`src/rtl/pool_engine.sv`:
```
`default_nettype none
// =============================================================================
// pool_engine : streaming 2x2/stride-2 max/average pooling over LANES channels.
// Average datapath built only when POOL_AVG_MODE_EN is defined.   Rev 1.0
// =============================================================================
module pool_engine #(
  parameter int LANES    = 4,
  parameter int DATA_W   = 8,
  parameter int MAX_FLEN = 64,
  parameter int FLEN_W   = 7,
  parameter int CH_W     = 9
) (
  input  logic                    CLK,
  input  logic                    RESET,
  input  logic [LANES*DATA_W-1:0] S_AXIS_TDATA,
  input  logic                    S_AXIS_TVALID,
  output logic                    S_AXIS_TREADY,
  input  logic                    S_AXIS_TLAST,
  input  logic                    S_AXIS_TUSER,
  input  logic [LANES-1:0]        S_AXIS_TKEEP,
  output logic [LANES*DATA_W-1:0] M_AXIS_TDATA,
  output logic                    M_AXIS_TVALID,
  input  logic                    M_AXIS_TREADY,
  output logic                    M_AXIS_TLAST,
  output logic                    M_AXIS_TUSER,
  output logic [LANES-1:0]        M_AXIS_TKEEP,
  input  logic                    pool_start,
  output logic                    pool_done,
  output logic                    pool_err,
  input  logic [FLEN_W-1:0]       Flen,
  input  logic [CH_W-1:0]         num_INCH,
  input  logic                    avg_mode,
  output logic [31:0]             clk_counter
);

`ifdef POOL_AVG_MODE_EN
  localparam int PW = DATA_W + 1;
`else
  localparam int PW = DATA_W;
`endif
  localparam int DEPTH = MAX_FLEN / 2;
  localparam int BA_W  = (DEPTH > 1) ? $clog2(DEPTH) : 1;

  typedef enum logic [1:0] {
    S_IDLE  = 2'd0,
    S_RUN   = 2'd1,
    S_FLUSH = 2'd2,
    S_DONE  = 2'd3
  } state_t;

  state_t                  r_state, w_state_nxt;
  logic                    r_start_d, r_err;
  logic [FLEN_W-1:0]       r_flen, r_col, r_row;
  logic [CH_W-1:0]         r_groups, r_grp;
  logic                    r_m_valid, r_m_last, r_m_user;
  logic [LANES*DATA_W-1:0] r_m_data, r_hold, w_result;
  logic [31:0]             r_cyc;
  logic [LANES*PW-1:0]     r_lbuf [DEPTH];
  logic [LANES*PW-1:0]     w_pair, w_buf_rd;
  logic [BA_W-1:0]         w_bidx;
  logic                    w_start_edge, w_cfg_ok, w_accept, w_win_done;
  logic                    w_col_end, w_row_end, w_grp_end, w_last_in;

`ifdef POOL_AVG_MODE_EN
  logic r_avg;
  logic w_unused;
  assign w_unused = &{1'b0, S_AXIS_TLAST, S_AXIS_TUSER, S_AXIS_TKEEP};
`else
  logic w_unused;
  assign w_unused = &{1'b0, S_AXIS_TLAST, S_AXIS_TUSER, S_AXIS_TKEEP, avg_mode};
`endif

  assign w_start_edge = pool_start && !r_start_d;
  assign w_cfg_ok     = !Flen[0] && (Flen >= FLEN_W'(2)) && (Flen <= FLEN_W'(MAX_FLEN)) &&
                        (num_INCH != '0) && ((num_INCH % CH_W'(LANES)) == '0);
  assign w_accept     = S_AXIS_TREADY && S_AXIS_TVALID;
  assign w_col_end    = (r_col == r_flen - FLEN_W'(1));
  assign w_row_end    = (r_row == r_flen - FLEN_W'(1));
  assign w_grp_end    = (r_grp == r_groups - CH_W'(1));
  assign w_last_in    = w_accept && w_col_end && w_row_end && w_grp_end;
  assign w_win_done   = w_accept && r_col[0] && r_row[0];
  assign w_bidx       = BA_W'(r_col >> 1);
  assign w_buf_rd     = r_lbuf[w_bidx];

  for (genvar l = 0; l < LANES; l++) begin : g_lane
    logic signed [DATA_W-1:0] w_px, w_hd;
    logic signed [PW-1:0]     w_px_e, w_hd_e, w_bf, w_mx_pr, w_pr, w_mx_res;
    assign w_px     = S_AXIS_TDATA[l*DATA_W +: DATA_W];
    assign w_hd     = r_hold[l*DATA_W +: DATA_W];
    assign w_px_e   = PW'(w_px);
    assign w_hd_e   = PW'(w_hd);
    assign w_bf     = w_buf_rd[l*PW +: PW];
    assign w_mx_pr  = (w_hd_e > w_px_e) ? w_hd_e : w_px_e;
    assign w_mx_res = (w_pr > w_bf) ? w_pr : w_bf;
`ifdef POOL_AVG_MODE_EN
    // Pair sums keep one guard bit; the 4-way sum needs a second before the floor shift.
    logic signed [PW-1:0] w_sum_pr;
    logic signed [PW:0]   w_sum4;
    assign w_sum_pr = w_hd_e + w_px_e;
    assign w_pr     = r_avg ? w_sum_pr : w_mx_pr;
    assign w_sum4   = (PW+1)'(w_pr) + (PW+1)'(w_bf);
    assign w_result[l*DATA_W +: DATA_W] = r_avg ? DATA_W'(w_sum4 >>> 2) : DATA_W'(w_mx_res);
`else
    assign w_pr     = w_mx_pr;
    assign w_result[l*DATA_W +: DATA_W] = DATA_W'(w_mx_res);
`endif
    assign w_pair[l*PW +: PW] = w_pr;
  end

  always_comb begin
    w_state_nxt   = r_state;
    S_AXIS_TREADY = 1'b0;
    pool_done     = 1'b0;
    case (r_state)
      S_IDLE:  if (w_start_edge) w_state_nxt = w_cfg_ok ? S_RUN : S_DONE;
      S_RUN: begin
        S_AXIS_TREADY = !r_m_valid || M_AXIS_TREADY;
        if (w_last_in) w_state_nxt = S_FLUSH;
      end
      S_FLUSH: if (r_m_valid && M_AXIS_TREADY) w_state_nxt = S_DONE;
      S_DONE: begin
        pool_done = 1'b1;
        if (!pool_start) w_state_nxt = S_IDLE;
      end
      default: w_state_nxt = S_IDLE;
    endcase
  end

  always_ff @(posedge CLK) begin
    if (RESET) begin
      r_state   <= S_IDLE;
      r_start_d <= 1'b0;
      r_err     <= 1'b0;
      r_flen    <= '0;
      r_groups  <= '0;
      r_col     <= '0;
      r_row     <= '0;
      r_grp     <= '0;
      r_m_valid <= 1'b0;
      r_m_last  <= 1'b0;
      r_m_user  <= 1'b0;
      r_m_data  <= '0;
      r_cyc     <= '0;
`ifdef POOL_AVG_MODE_EN
      r_avg     <= 1'b0;
`endif
    end else begin
      r_state   <= w_state_nxt;
      r_start_d <= pool_start;
      if (r_state == S_IDLE && w_start_edge) begin
        r_flen   <= Flen;
        r_groups <= num_INCH / CH_W'(LANES);
        r_err    <= !w_cfg_ok;
        r_cyc    <= '0;
        r_col    <= '0;
        r_row    <= '0;
        r_grp    <= '0;
`ifdef POOL_AVG_MODE_EN
        r_avg    <= avg_mode;
`endif
      end else if (r_state == S_DONE && !pool_start) begin
        r_err <= 1'b0;
      end
      if (r_state == S_RUN || r_state == S_FLUSH) r_cyc <= r_cyc + 32'd1;
      if (w_accept) begin
        if (w_col_end) begin
          r_col <= '0;
          if (w_row_end) begin
            r_row <= '0;
            r_grp <= w_grp_end ? '0 : r_grp + CH_W'(1);
          end else begin
            r_row <= r_row + FLEN_W'(1);
          end
        end else begin
          r_col <= r_col + FLEN_W'(1);
        end
      end
      // Loading a new window result and draining the old one may share a cycle.
      if (w_win_done) begin
        r_m_valid <= 1'b1;
        r_m_data  <= w_result;
        r_m_last  <= w_last_in;
        r_m_user  <= (r_row == FLEN_W'(1)) && (r_col == FLEN_W'(1)) && (r_grp == '0);
      end else if (M_AXIS_TREADY) begin
        r_m_valid <= 1'b0;
        r_m_last  <= 1'b0;
        r_m_user  <= 1'b0;
      end
    end
  end

  always_ff @(posedge CLK) begin
    if (w_accept && !r_col[0]) r_hold <= S_AXIS_TDATA;
    if (w_accept && r_col[0] && !r_row[0]) r_lbuf[w_bidx] <= w_pair;
  end

  assign M_AXIS_TDATA  = r_m_data;
  assign M_AXIS_TVALID = r_m_valid;
  assign M_AXIS_TLAST  = r_m_last;
  assign M_AXIS_TUSER  = r_m_user;
  assign M_AXIS_TKEEP  = '1;
  assign pool_err      = r_err;
  assign clk_counter   = r_cyc;

endmodule
`default_nettype wire

```
`config.mk`:
```
export PLATFORM = sky130hd
export DESIGN_NAME = pool_engine
export DESIGN_NICKNAME = d
export VERILOG_FILES = /design/src/rtl/pool_engine.sv
export SDC_FILE = /design/constraint.sdc
export NUM_CORES = 1
export LEC_CHECK = 0
export ABC_AREA = 1
export BUFFER_PORTS_ARGS = -buffer_cell sky130_fd_sc_hd__buf_4
export CORE_MARGIN = 1.5
export CORE_UTILIZATION = 67
export DETAILED_ROUTE_END_ITERATION = 8
export PLACE_DENSITY_LB_ADDON = 0.1
export SYNTH_ARGS = -nofsm -noshare
export SYNTH_HDL_FRONTEND = slang
export SYNTH_SLANG_ARGS = --single-unit
```
`constraint.sdc`:
```
create_clock -name CLK -period 9.46 [get_ports CLK]
set_input_delay 1.419 -clock CLK [delete_from_list [all_inputs] [get_ports CLK]]
set_output_delay 1.419 -clock CLK [all_outputs]
set_load 0.005 [all_outputs]
```
; ---- Yosys cells after proc, flatten, opt, wreduce, memory -nomap -nowiden
; Memories as Yosys holds them, arrays and structs flattened. A register that Yosys moved wholly into a read port is not among the register bits.
; Index checks and enable logic that the tools add are counted.
[totals]
ff_bits = 140
mem_bits_rw = 1024
in_bits = 60
word_cells = 119
n_memories = 1
[op_classes]
n_addsub = 6
order_cmp = 10
n_eq_ne = 12
mux = 40
reduce_logical = 36
[memory_table]
columns = memory, depth, width, rd, rd_clocked_by_memory_dff, wr, line
row1 = r_lbuf, 32, 32, 1, 1, 1, 58  ; logic [LANES*PW-1:0] r_lbuf [DEPTH];
[op_table]
columns = op, count
row1 = $gt 8x8->1, 8
row2 = $mux 32, 2
row3 = $mux 8, 8
row4 = $mux 7, 7
row5 = $mux 9, 5
row6 = $add 32x1->32 const B, 1
row7 = $logic_and 1x1->1, 18
row8 = $logic_not 9->1, 2
row9 = $add 7x1->7 const B, 2
row10 = $eq 7x1->1 const B, 2
row11 = $eq 7x7->1, 2
row12 = $mux 1, 10
row13 = $mux 2, 5
row14 = $mux 5, 2
row15 = $add 9x1->9 const B, 1
row16 = $eq 9x9->1, 1
row17 = $reduce_bool 9->1, 1
row18 = $ne 2x2->1 const B, 4
row19 = $pmux 2 s4, 1
row20 = $reduce_bool 2->1, 4
row21 = $sub 7x1->8 const B, 1
row22 = $ge 7x2->1 const B, 1
row23 = $le 7x7->1 const B, 1
row24 = $logic_not 1->1, 7
row25 = other kinds (6), 8

; ---- Depth between registers and ports, before layout
; Gate-level depths: netlist of the first run.
[logic_depth]
ltp_word = 9
mapped_depth = 25

; ---- Worst setup path after synthesis of the first run
; OpenSTA, ideal clock, no wires.
[synth_path]
kind = input to register
from = in S_AXIS_TDATA[9]
to = reg r_m_data[15] (netlist: M_AXIS_TDATA[15])
arrival_time_ns = 4.481
required_ns = 9.328
slack_ns = 4.847
path_stages = 20
path_buffers = 1
path_cell_list = inv_1 ha_1 nand4_1 nor3_1 a21oi_1 nand2_1 nand2_1 nand2_1 ha_1 inv_1 nor2_1 o21ai_0 a21oi_1 o21ai_0 nand2_1 nand2_1 clkbuf_1 a21oi_1 o21ai_1 a21oi_1
[synth_via]
elab_chain_cells = 4
[synth_rtl]
columns = element, line
row1 = start: declaration, 15  ; input logic [LANES*DATA_W-1:0] S_AXIS_TDATA,
row2 = $gt 8x8->1, 93  ; assign w_mx_pr = (w_hd_e > w_px_e) ? w_hd_e : w_px_e;
row3 = $mux 8 (*), 93
row4 = via g_lane[1].w_mx_pr[1], 87  ; logic signed [PW-1:0] w_px_e, w_hd_e, w_bf, w_mx_pr, w_pr, w_mx_res;
row5 = $gt 8x8->1 (*), 94  ; assign w_mx_res = (w_pr > w_bf) ? w_pr : w_bf;
row6 = $mux 8 (*), 94
row7 = end signal: assignment, 181  ; r_m_data <= w_result;
row8 = end: declaration, 56  ; logic [LANES*DATA_W-1:0] r_m_data, r_hold, w_result;
; The timed path passes the listed nets; every way through them passes the cells marked *.
; A chain may end at the register's enable or synchronous reset.

==> results of run 1 <==
-- final cells by class --
type / instances / area, µm² / area share
flip-flops and latches: 1169 / 34000 / 0.619
multi-input cells: 2846 / 14200 / 0.258
clock buffers: 150 / 3070 / 0.0559
repair buffers: 177 / 1350 / 0.0247
well taps: 959 / 1200 / 0.0219
inverters: 185 / 737 / 0.0134
clock inverters: 55 / 383 / 0.00697
-- final timing paths --
path / cells past startpoint / slack [ns] / startpoint / to
max reg2reg: 20 / 3.58 / register / M_AXIS_TDATA[5]
min reg2reg: 2 / 0.47 / M_AXIS_TDATA[13] / M_AXIS_TDATA[13]
min: 2 / 0.47 / M_AXIS_TDATA[13] / M_AXIS_TDATA[13]
max: 20 / 3.58 / register / M_AXIS_TDATA[5]
-- report_power, final --
part,leakage (nW),internal [mW],switching (mW),total [mW]
Sequential,10.4,6.00,0.0387,6.04
Combinational,7.65,0.258,0.849,1.11
Clock,1.68,2.35,1.87,4.22
Total,19.7,8.61,2.76,11.4
-- per-layer routing --
metal  up-vias  track usage  wire length [µm]
met5         -            0                 0
met4         0        0.118              4190
met3       298       0.0735             14600
met2      1911        0.530             59000
met1     16600        0.466             49800
li1      15900            -                 -
-- stage by stage --
step	instance area [µm²]	power (mW)	setup WS, ns	util
2_1_floorplan	49900	6.89	4.85	-
3_5_place_dp	51500	7.24	3.61	0.702
5_1_grt	54900	11.7	3.13	0.749
6_report	54900	11.4	3.58	0.749
4_1_cts	54900	11.4	3.75	0.749
3_3_place_gp	51500	7.20	3.75	0.702
-- critical path, stage by stage, from the launching register on --
cell	delay [ns]
dfxtp_4	0.92
buf_4	0.87
buf_4	0.91
nand2_1	0.14
nand3_1	0.14
nand2_1	0.07
a21oi_1	0.15
o31ai_1	0.13
nand3_1	0.23
nand2_1	0.17
ha_1	0.34
nand2_1	0.06
o21ai_0	0.19
nand2_1	0.07
nand3_1	0.07
nand2_1	0.05
a21oi_1	0.49
inv_1	0.28
nand2_1	0.13
nand3_1	0.09
a21oi_1	0.17
-- placed cells by master, fill, tap and decap left out, drive strengths merged, types with 2 or more instances in the layout --
cell type     n
o211ai       13
clkinvlp      3
a21oi       250
o221ai       94
o311a         3
nand2      1020
buf         177
ha           77
inv         186
o31ai        47
nand3       488
and2          3
a221oi        2
nor2        398
o211a         2
xor2         11
conb          4
bufinv        4
nor4          5
a211oi        5
edfxtp     1056
dfxtp       113
xnor2         2
nand3b       16
nor3         36
nand4        31
o22ai         6
o21ai       313
clkbuf      150
clkinv       47
or2          14
-- state kept, by name, indices dropped and copies added, names as in the netlist, 2 cells and up, named ones only --
signal	flops
r_hold	32
r_col	7
r_row	7
r_grp	9
r_state	2
r_lbuf	1024
r_flen	7
clk_counter	32
M_AXIS_TDATA	32
r_groups	7
-- kinds of logic (layout without fill, tap and decap cells) --
logic type                 after synthesis  after routing  synth area share
buffers and inverters                  438            567            0.0406
other                                    1              4         0.0000751
adders and majority gates               77             77            0.0193
AOI/OAI and AO/OA                      739            739            0.0859
xor gates and xnor gates                14             14           0.00273
DFF                                   1169           1169             0.681
and+or+nand+nor                       2012           2012             0.171
==> impl_metrics.toml, run 1 <==
[placement]
place_hpwl_um = 67100
place.gp.congestion = 0.853
io_buffers = 122
dpl.cell_count = 5336

[final_layout]
fillers = 4735
syn2layout_area_growth_pct = 10.0
finish.cell_count_without_fillers = 5541
layout-drive-gt1-share = 0.0901
n_antenna_cell = 0
nNetsFinal = 4627

[timing]
drv_slew = 0
rsz0062_at_grt = "no"
holdWs_ns = 0.468
fin_worst_skew_ns = 0.0272
fin_crit_ns = 5.88
tightest_slew_ns = 1.22
maxSlewHeadroom = 0.183
timing.final.crit_share = 0.621
finalHoldViolations = 0
setup_viol = 0
fmax_ghz = 0.170
setup_tns_ns = 0

[cts]
clockBufferDepth = 3
cts_buffers = 111
cts.sinks = 1169
cts_tree = "built"
cts-htree-levels = 3
cts_setup_buffers = 0
cts.clk_slew.worst_paths_ns = 0.06
cts_root_buffer = "clkbuf_16"
clk_latency_ns = 0.69
cts-hold-fix-buffers = 0
cts_resized = 0

[logic_synthesis]
synth.distinct_cells = 55
synth_top_area_frac = 0.635
ys_top_cells_by_count = "1,056 x edfxtp_1, 1,017 x nand2_1, 485 x nand3_1"
async_flop_share = 0
yosysSeqAreaShare = 0.681
synth_seq_cells = 1169
synth_cells = 4450
synth_top_area_cell = "edfxtp_1"
yosysWarningCount = 0
netlist_area_um2 = 49900
synth-edff-count = 1056
avgSynthCellArea_um2 = 11.2
synth_area_leaders = "edfxtp_1 64%, nand2_1 7.6%, nand3_1 4.9%"
ys.flop_type = "edfxtp_1"
synth.most_common_cell = "edfxtp_1"

[floorplan]
die_x_um = 276
core_um2 = 73300
die-area_um2 = 76200
die_h_um = 276
io_pins = 134
rows = 99
floorplan.initialDensity = 0.681

[critical_path]
critPathArrivalTime_ns = 6.48
startpoint_type = "register"
cp.required_ns = 10.06
worst_setup_path_end_kind = "register"
path_class = "register to register"
worst-path-max-fanout = 96

[global_routing]
grt_max_degree = 265
grt_antenna_before_repair = 2
grt-ovfl-total = 0
grt_pass1_wl_um = 191000
first_global_vias = 32900
grt_usage = 0.336

[power_and_ir_drop]
peakVddDrop_mv = 0.189
leakage_nw = 19.7
powerDensity_nw_per_um2 = 207

[detailed_routing]
vias = 34800
dr.pass1.iters = 6
wirelength_um = 128000
viasPerCell = 6.28
drtAntennaViolNets = 0
wl_per_cell_um = 23.0
drt-initial-drc-count = 4184
drc = 0

[hold_path]
hp-class = "register to register"

[run_status]
run_status = "completed"

[run]
maxCapViolations = 0
Power figures use the tool's default switching activity.
==> inputs of run 2 (changes only) <==
--- a/config.mk
+++ b/config.mk
@@ -8,7 +8,7 @@
 export ABC_AREA = 1
 export BUFFER_PORTS_ARGS = -buffer_cell sky130_fd_sc_hd__buf_4
 export CORE_MARGIN = 1.5
-export CORE_UTILIZATION = 67
+export CORE_UTILIZATION = 56
 export DETAILED_ROUTE_END_ITERATION = 8
 export PLACE_DENSITY_LB_ADDON = 0.1
 export SYNTH_ARGS = -nofsm -noshare
==> constraint.sdc (replaced) <==
create_clock -name CLK -period 4.7 [get_ports CLK]
set_input_delay 0.705 -clock CLK [delete_from_list [all_inputs] [get_ports CLK]]
set_output_delay 0.705 -clock CLK [all_outputs]
set_load 0.005 [all_outputs]
==> run 2 against run 1 <==
Design area increased by 2.4%. Register-to-register slack worse by 3.1 ns. First-iteration DRC count fell by 14%. Clock power rose by 110%. Clock skew down 0.00073 ns. Total power is 110% higher. Largest cell class unchanged. Critical path depth grew 1. Sequential power up 100%. Clock-buffer cell count increased by 8. Utilization fell by 11 points.
==> impl_metrics.toml, run 2 (synthesized netlist as in run 1, its figures left out) <==
[cts]
clockBufferDepth = 3
cts_buffers = 116
cts.clk_slew.worst_paths_ns = 0.07
cts_root_buffer = "clkbuf_16"
cts_resized = 0
cts-hold-fix-buffers = 0
cts-htree-levels = 3
cts_setup_buffers = 0
cts_tree = "built"
clk_latency_ns = 0.68
cts.sinks = 1169

[global_routing]
grt_max_degree = 133
grt_pass1_wl_um = 199000
first_global_vias = 32800
grt_antenna_before_repair = 2
grt_usage = 0.291
grt-ovfl-total = 0

[detailed_routing]
drc = 0
wirelength_um = 133000
drtAntennaViolNets = 0
drt-initial-drc-count = 3592
wl_per_cell_um = 22.9
viasPerCell = 5.96
dr.pass1.iters = 6
vias = 34600

[final_layout]
final_common_cell = "edfxtp_1"
fillers = 6888
seq_area_um2 = 34000
syn2layout_area_growth_pct = 12.7
top_register = "r_lbuf"
nNetsFinal = 4694
mostFrequentLayoutCells = "1,056 x edfxtp_1, 1,017 x nand2_1, 485 x nand3_1, 354 x nor2_1, 292 x o21ai_0"
n_antenna_cell = 0
layout-drive-gt1-share = 0.105
multi_input_area_um2 = 14200
largest_reg_flops = 1024

[timing]
fmax_ghz = 0.237
tightest_slew_ns = 1.09
fin_worst_skew_ns = 0.0265
finalHoldViolations = 0
setup_viol = 0
timing.final.crit_share = 0.898
setup_tns_ns = 0
maxSlewHeadroom = 0.270
drv_slew = 0
fin_crit_ns = 4.22
rsz0062_at_grt = "no"

[critical_path]
reg2reg_slack_ns = 0.48
worst-path-max-fanout = 100
critPathArrivalTime_ns = 4.81
path_class = "register to register"
r2r-end = "M_AXIS_TDATA[30]"
reg2reg_depth = 21
worst_setup_path_end_kind = "register"
startpoint_type = "register"
cp.required_ns = 5.29

[hold_path]
worstHoldEndpoint = "r_hold[28]"
hold_start = "S_AXIS_TDATA[28]"
whs_path_depth = 1
hp-class = "input port to register"

[run_status]
run_status = "completed"

[floorplan]
floorplan.initialDensity = 0.565
die-area_um2 = 90900
core_um2 = 88400
rows = 109
io_pins = 134
die_h_um = 302
die_x_um = 302

[run]
maxCapViolations = 0

[power_and_ir_drop]
leakage_nw = 20.3
powerDensity_nw_per_um2 = 417
power.total_mw = 23.5
peakVddDrop_mv = 0.370

[placement]
io_buffers = 122
place_hpwl_um = 71800
place.gp.congestion = 0.844
## run 2: cell count changes in the layout (fill, tap and decap cells not counted)
cell	previous run	this run
clkinv_16	1	0
clkbuf_1	30	27
inv_16	2	1
clkinvlp_4	3	4
buf_12	2	34
inv_6	4	2
clkbuf_8	4	10
bufinv_16	3	6
buf_4	175	205
clkinv_2	17	18
clkinv_1	28	19
inv_4	1	2
clkbuf_16	116	121
## run 2: worst max path at each step
stage	start	endpoint	cells past startpoint
global placement	register	M_AXIS_TDATA[27]	21
CTS	register	M_AXIS_TDATA[30]	21
finish	register	M_AXIS_TDATA[30]	21
floorplan	S_AXIS_TDATA[9]	M_AXIS_TDATA[15]	20
detailed placement	register	M_AXIS_TDATA[30]	21
global route	register	M_AXIS_TDATA[27]	19
## run 2: area by class of cell
cell class / count / area share
sequential: 1169 / 0.604
multi-input combinational: 2846 / 0.252
clock buffer: 158 / 0.0581
timing repair buffer: 239 / 0.0395
tap: 1165 / 0.0259
inverter: 185 / 0.0131
clock inverter: 48 / 0.00694
## run 2: worst max-delay path, cell delays in order, from the launching register on
cell	delay [ns]
dfxtp_4	0.60
buf_12	0.38
buf_12	0.40
nand2_1	0.11
nand3_1	0.10
nand2_1	0.06
a21oi_1	0.12
o31ai_1	0.11
nand3_1	0.16
nand2_1	0.29
ha_1	0.41
nand2_1	0.07
inv_1	0.05
o21ai_0	0.07
a21oi_1	0.08
o21ai_0	0.14
nand2_1	0.07
nand2_1	0.21
inv_1	0.20
a21oi_1	0.17
nand2_1	0.07
a21oi_1	0.13
## run 2: where the power goes
part / leakage, nW / total, mW / switching (mW) / internal (mW)
registers: 10.4 / 12.1 / 0.0742 / 12.1
logic: 8.06 / 2.37 / 1.77 / 0.606
clock network: 1.79 / 8.96 / 3.81 / 5.15
total: 20.3 / 23.5 / 5.65 / 17.8
## run 2: metal layers
metal | share of wire | wire [µm] | global-route usage
met5 | 0.00020 | 26 | 0
met4 | 0.020 | 2630 | 0.0694
met3 | 0.095 | 12600 | 0.0553
met2 | 0.47 | 62200 | 0.472
met1 | 0.42 | 55400 | 0.409
## run 2: through the flow
stage	area [µm²]	utilization	hold slack (ns)	setup WS [ns]	cells
2_1_floorplan	49900	-	0.453	0.801	4453
3_3_place_gp	52600	0.595	0.454	0.557	5604
3_5_place_dp	52600	0.595	0.456	0.535	5604
4_1_cts	56200	0.636	0.172	0.548	5810
5_1_grt	56200	0.636	0.194	0.0590	5810
6_report	56200	0.636	0.214	0.479	5810
